--- src/rtl/heartbeat_sequencer.sv ---
// Heartbeat sequencer: PWM LED "breathing" controller.
// Ramps a duty level 0 -> max, holds, ramps back to 0, holds, and repeats
// while en is high. Define HEARTBEAT_GAMMA_EN to apply a square-law
// brightness curve (duty*duty >> PWM_W) to the PWM compare level; the raw
// level is always what appears on the duty port.
module heartbeat_sequencer #(
  parameter int unsigned PWM_W        = 8,
  parameter int unsigned STEP_PERIODS = 16,
  parameter int unsigned HOLD_STEPS   = 4
) (
  input  logic             clk,
  input  logic             n_rst,
  input  logic             en,
  output logic             led,
  output logic [PWM_W-1:0] duty,
  output logic [2:0]       phase,
  output logic             period_tick
);

  localparam int unsigned SW = (STEP_PERIODS > 1) ? $clog2(STEP_PERIODS) : 1;
  localparam int unsigned HW = (HOLD_STEPS > 1) ? $clog2(HOLD_STEPS) : 1;

  localparam logic [SW-1:0]    STEP_LAST = SW'(STEP_PERIODS - 1);
  localparam logic [HW-1:0]    HOLD_LAST = HW'(HOLD_STEPS - 1);
  localparam logic [PWM_W-1:0] LVL_MAX   = '1;
  localparam logic [PWM_W-1:0] LVL_ONE   = PWM_W'(1);

  typedef enum logic [2:0] {
    IDLE      = 3'd0,
    RAMP_UP   = 3'd1,
    HOLD_HIGH = 3'd2,
    RAMP_DOWN = 3'd3,
    HOLD_LOW  = 3'd4
  } state_t;

  state_t           state;
  state_t           state_next;
  logic [PWM_W-1:0] pwm_cnt;
  logic [PWM_W-1:0] duty_eff;
  logic [SW-1:0]    step_cnt;
  logic [HW-1:0]    hold_cnt;
  logic             step_evt;
  logic             hold_done;

  // Brightness curve applied to the PWM compare level
`ifdef HEARTBEAT_GAMMA_EN
  logic [2*PWM_W-1:0] duty_sq;
  always_comb begin
    duty_sq  = {{PWM_W{1'b0}}, duty} * {{PWM_W{1'b0}}, duty};
    duty_eff = duty_sq[2*PWM_W-1:PWM_W];
  end
`else
  always_comb begin
    duty_eff = duty;
  end
`endif

  // State register; reset wins over en
  always_ff @(posedge clk) begin
    if (!n_rst) state <= IDLE;
    else        state <= state_next;
  end

  // Next-state logic; en low returns to IDLE from anywhere
  always_comb begin
    state_next = state;
    if (!en) begin
      state_next = IDLE;
    end else begin
      case (state)
        IDLE:      state_next = RAMP_UP;
        RAMP_UP:   if (step_evt && (duty >= (LVL_MAX - LVL_ONE))) state_next = HOLD_HIGH;
        HOLD_HIGH: if (hold_done) state_next = RAMP_DOWN;
        RAMP_DOWN: if (step_evt && (duty <= LVL_ONE)) state_next = HOLD_LOW;
        HOLD_LOW:  if (hold_done) state_next = RAMP_UP;
        default:   state_next = IDLE;
      endcase
    end
  end

  // Outputs and internal step/hold events decoded from current state
  always_comb begin
    phase       = state;
    period_tick = (state != IDLE) && (pwm_cnt == LVL_MAX);
    step_evt    = period_tick && (step_cnt == STEP_LAST);
    hold_done   = step_evt && (hold_cnt == HOLD_LAST);
  end

  // Datapath: PWM, step and hold counters plus duty level; all cleared in IDLE or when en drops
  always_ff @(posedge clk) begin
    if (!n_rst || !en || (state == IDLE)) begin
      pwm_cnt  <= '0;
      step_cnt <= '0;
      hold_cnt <= '0;
      duty     <= '0;
    end else begin
      pwm_cnt <= pwm_cnt + LVL_ONE;
      if (period_tick) begin
        step_cnt <= step_evt ? '0 : step_cnt + SW'(1);
      end
      // Hold counter only advances in hold phases and self-clears on expiry,
      // so it is always 0 on entry to the next hold phase
      if (((state == HOLD_HIGH) || (state == HOLD_LOW)) && step_evt) begin
        hold_cnt <= hold_done ? '0 : hold_cnt + HW'(1);
      end
      if (step_evt && (state == RAMP_UP) && (duty != LVL_MAX)) begin
        duty <= duty + LVL_ONE;
      end else if (step_evt && (state == RAMP_DOWN) && (duty != '0)) begin
        duty <= duty - LVL_ONE;
      end
    end
  end

  // Registered PWM compare: one cycle of latency behind pwm_cnt/duty
  always_ff @(posedge clk) begin
    if (!n_rst) led <= 1'b0;
    else        led <= (pwm_cnt < duty_eff);
  end

endmodule

--- config.mk ---
export PLATFORM = sky130hd
export DESIGN_NAME = heartbeat_sequencer
export DESIGN_NICKNAME = d
export VERILOG_FILES = /design/src/rtl/heartbeat_sequencer.sv
export SDC_FILE = /design/constraint.sdc
export NUM_CORES = 1
export LEC_CHECK = 0
export BUFFER_PORTS_ARGS = -buffer_cell sky130_fd_sc_hd__buf_2
export CORE_MARGIN = 4
export CORE_UTILIZATION = 50
export DETAILED_ROUTE_END_ITERATION = 7
export PLACE_DENSITY = 0.66
export SKIP_CTS_REPAIR_TIMING = 1
export SYNTH_ARGS = -nofsm -noshare
export SYNTH_HDL_FRONTEND = slang
export SYNTH_SLANG_ARGS = --single-unit
--- constraint.sdc ---
create_clock -name clk -period 4.86 [get_ports clk]
set_input_delay 0.486 -clock clk [delete_from_list [all_inputs] [get_ports clk]]
set_output_delay 0.486 -clock clk [all_outputs]
set_load 0.02 [all_outputs]
# --- After elaboration in Yosys (flattened, before gate mapping) ---
# Cells that the tools add are included.
totals:
  ff_bits: 26
classes:
  addsub: 5
  n_eq_ne: 12
  n_mux: 9
  magnitude_cmp: 3
  reduce_logical: 21
ops:
  columns: ["cell", "count"]
  rows:
  - ["8-bit by 1-bit adder with 8-bit output (second input constant)", 2]
  - ["8-bit two-way mux", 2]
  - ["3-bit one-hot mux with 5 select lines", 1]
  - ["3-bit two-way mux", 4]
  - ["1-bit logical AND", 10]
  - ["8-bit equality test (second input constant)", 1]
  - ["8-bit greater-or-equal comparator (second input constant)", 1]
  - ["8-bit by 1-bit less-or-equal comparator with 1-bit output (second input constant)", 1]
  - ["8-bit < comparator", 1]
  - ["2-bit inequality test (second input constant)", 4]
  - ["8-bit inequality test (second input constant)", 1]
  - ["8-bit nonzero test", 1]
  - ["8-bit by 1-bit subtractor with 8-bit output (second input constant)", 1]
  - ["3-bit by 2-bit equality test with 1-bit output (second input constant)", 2]
  - ["4-bit by 1-bit adder with 4-bit output (second input constant)", 1]
  - ["4-bit equality test (second input constant)", 1]
  - ["4-bit two-way mux", 1]
  - ["4-bit AND reduction", 1]
  - ["3-bit by 1-bit equality test with 1-bit output (second input constant)", 1]
  - ["3-bit equality test (second input constant)", 1]
  - ["3-bit logical NOT", 1]
  - ["1-bit logical OR", 3]
  - ["3-bit nonzero test", 1]
  - ["2-bit by 1-bit adder with 2-bit output (second input constant)", 1]
  - ["other kinds (5)", 6]

# --- Depth between registers and ports, before layout ---
depth:
  word_depth: 7
  depth_mapped: 8

# --- Worst setup path before layout ---
# OpenSTA, ideal clock, no wires.
synth_path:
  path_kind: "register to register"
  startpoint: "reg duty[1]"
  endpoint: "reg duty[4]"
  period_less_slack_ns: 1.966
  path_slack_ns: 2.894
  path_stages_with_launch: 8
  arrival_ns: 1.852
  path_cell_list: "dfxtp_1 > inv_1 > ha_1 > or3b_2 > o21a_4 > a41oi_2 > nor3_1 > o21a_1"
synth_via:
  elab_chain_cells: 3
  elab_cells_between_ends: 9
  cone_classes: "add/sub: 2; eq/ne: 1; mux: 2; reduce/logical: 4"
synth_lines:
  columns: ["element", "line", "source"]
  rows:
  - ["from (decl)", "15", "output logic [PWM_W-1:0] duty,"]
  - ["from (signal assigned)", "107", "duty <= duty + LVL_ONE;"]
  - ["from (signal assigned)", "109", "duty <= duty - LVL_ONE;"]
  - ["8-bit by 1-bit subtractor with 8-bit output (tied with other cells)", "109", null]
  - ["8-bit two-way mux (tied with other cells)", "108", "end else if (step_evt && (state == RAMP_DOWN) && (duty != '0)) begin"]
  - ["8-bit two-way mux / 2-bit nonzero test (equally long branches)", null, null]
# Several ways; a longest one is shown, not always the timed one. The select of a mux whose other input is x is not followed.
# A chain may end at the register's enable or synchronous reset.

# --- Worst setup path after layout ---
layout_path:
  startpoint: "reg pwm_cnt[0]"
  endpoint: "out period_tick"
layout_via:
  elab_chain_cells: 2
layout_lines:
  columns: ["element", "line", "source"]
  rows:
  - ["from (decl)", "38", "logic [PWM_W-1:0] pwm_cnt;"]
  - ["from (signal assigned)", "97", "pwm_cnt <= pwm_cnt + LVL_ONE;"]
  - ["8-bit equality test", "84", "period_tick = (state != IDLE) && (pwm_cnt == LVL_MAX);"]
  - ["1-bit logical AND", "84", null]
  - ["to (decl)", "17", "output logic period_tick"]
# No other way between the ends.

==> metrics.yaml <==
synth:
  ys_warn_count: 0
  synth_top_flop_cell: "dfxtp_1"
  yosysSeqAreaShare_pct: 30.4
  synth_edf_count: 0
  yosysUniqueCellTypes: 50
  ys_ff_latch: 26
  syn-num-nets: 216
  syn_inst: 198
  synthArstFlopShare_pct: 0
  avgSynthCellArea_um2: 8.66
  synth_area_mm2: 0.00171
worst_setup_path:
  arrival_ns: 1.73
  slowest_delay_ns: 0.41
  rrSetupSlack_ns: 2.75
  reg2reg_depth: 7
  critPathLaunch: "pwm_cnt[0]"
  worstPathMaxFanout: 6
  cp_cell_sequence: "ha_1 -> nand3_1 -> nor3_2 -> buf_2"
  end_kind: "output port"
  cp.required_ns: 4.37
  critical-path-slowest-cell: "nor3_2"
  reg2reg_to: "duty[7]"
  r2r-start: "duty[1]"
  start_kind: "flip-flop"
  crit_type: "flip-flop to output port"
route:
  avgRoutedWirePerCell_um: 15.0
  dr.first_iter.drc_count: 170
  via_per_inst: 6.02
  vias: 1518
  ant_nets: 0
  wl_um: 3790
  drc: 0
  dr.pass1.iters: 6
clocking:
  h-tree-depth: 1
  cts_tree: "yes"
  path_clk_slew_ns: 0.15
  cts-root-buf: "clkbuf_4"
  clkSinkCount: 26
  insertion_delay_ns: 0.33
  clock_path_buffers: 2
  numCtsBuffers: 3
floorplan:
  coreArea_mm2: 0.00315
  die_y_um: 66.6
  rows: 20
  die-area_mm2: 0.00443
  io_pins: 16
  start_util_pct: 54.4
  die_w_um: 66.6
sta:
  worstMarginPinSlew_ns: 0.869
  finalCriticalPeriod_ns: 2.21
  hold_viol_final: 0
  relSlewSlack_pct: 41.9
  fin_worst_skew_ns: 0.00394
  clock.fmax_ghz: 0.452
  finalSetupTns_ns: 0
  rsz0062_at_grt: "false"
  finalCritPeriodShare_pct: 45.5
  final_max_slew_viol_count: 0
  setup_violations: 0
finish:
  final_net_count: 227
  fillers: 314
  area_growth_syn_to_layout_pct: 7.81
  seq_area_um2: 520
  layout_commonest_cell: "dfxtp_1"
  multi_input_comb_area_mm2: 0.00111
  num_antenna_cells: 0
  final_cell_mix: "dfxtp_1, nor2_1, a21oi_1, ha_1, buf_2"
  drive_gt1_share_pct: 16.3
worst_hold_path:
  min_to: "led"
  min_from: "n_rst"
  hold-path-cell-count: 3
  holdCritPathClass: "input pin to flip-flop"
global_routing:
  grt_remaining_overflow: 0
  grt_pass1_vias: 1357
  grt_pass1_wl_um: 6420
  antenna_found_initial: 0
  grt_util_all_layers_pct: 18.6
  grt_max_degree: 21
pwr:
  p_leak_nw: 0.656
  ir_worst_vdd_uv: 95.8
  power_density_mw_per_mm2: 205
  power.total_mw: 0.378
place:
  port_buffers: 15
  place_congestion: 0.930
  hpwl_um: 2810
status:
  outcome: "complete, no violations"
job:
  cap_violations: 0
==> cell families (layout without fill, tap and decap cells) <==
group	Yosys count	count (layout)	synth area share, %
AOI/OAI and AO/OA	45	45	19.6
xor gates and xnor gates	11	11	5.62
adders and majority gates	15	15	10.9
buffers and inverters	19	29	5.04
DFF	26	26	30.4
muxes	2	2	1.17
and+or+nand+nor	80	80	27.3
==> layer usage <==
metal	part of all wire, %	GRT usage (%)	vias up
met5	0	0	-
met4	1.1	4.57	0
met3	6.4	2.02	7
met2	44	29.7	53
met1	48	26.6	713
li1	-	-	745
==> report_power, final <==
group          internal [mW]  switching, mW
registers              0.214        0.00148
clock network         0.0835         0.0679
logic                0.00434        0.00732
total                  0.302         0.0767
==> cells in the mapped netlist, types with 2 or more instances <==
cell type / instances / area (um^2)
nor3_1: 8 / 40.0
or3_1: 7 / 43.8
nand3_1: 9 / 45.0
o21ai_0: 10 / 50.1
and2_1: 2 / 12.5
inv_1: 10 / 37.5
a21oi_1: 15 / 75.1
and4_1: 2 / 17.5
nand4_1: 6 / 37.5
nand2_1: 9 / 33.8
and3_1: 7 / 43.8
dfxtp_1: 26 / 521
nor4_1: 3 / 18.8
o211ai_1: 2 / 15.0
clkbuf_1: 2 / 7.51
buf_2: 6 / 30.0
nor2_1: 16 / 60.1
mux2i_1: 2 / 20.0
xor2_1: 3 / 26.3
xnor2_1: 8 / 70.1
ha_1: 15 / 188
o21a_1: 2 / 15.0
==> worst max-delay path: cells and delay by family, from the launching register on <==
family | cells | cell delay, ns
DFF | 1 | 0.39
and+or+nand+nor | 2 | 0.55
buffers and inverters | 1 | 0.25
adders and majority gates | 1 | 0.21
==> flip-flops by register name (all words and copies together), names as in the netlist <==
register  flops
led           1
step_cnt      4
duty          8
pwm_cnt       8
hold_cnt      2
phase         3
==> final cells by class <==
cell class / instances / area share (%)
Tap cell: 44 / 2.98
Sequential cell: 26 / 28.2
Multi-Input combinational cell: 153 / 59.9
Timing Repair Buffer: 15 / 4.06
Inverter: 10 / 2.03
Clock buffer: 3 / 1.22
Clock inverter: 1 / 1.62
==> stage by stage <==
step	setup WS (ns)	instances	instance area (um^2)	hold WS, ns	utilization [%]
after floorplan	2.89	198	1710	0.421	-
after global placement	2.79	248	1800	0.436	56.9
after global routing	2.51	252	1850	0.478	58.6
final	2.65	252	1850	0.448	58.6
after detailed placement	2.77	248	1800	0.460	56.9
after CTS	2.64	252	1850	0.438	58.6
==> how the worst max path moves through the flow <==
| stage | slack (ns) | end | depth (start not counted) |
|---|---|---|---|
| floorplan | 2.89 | duty[4] | 7 |
| global placement | 2.79 | duty[3] | 7 |
| detailed placement | 2.77 | duty[7] | 7 |
| CTS | 2.64 | period_tick | 4 |
| global route | 2.51 | period_tick | 3 |
| finish | 2.65 | period_tick | 4 |
No activity file was read; power rests on OpenSTA's default activity.
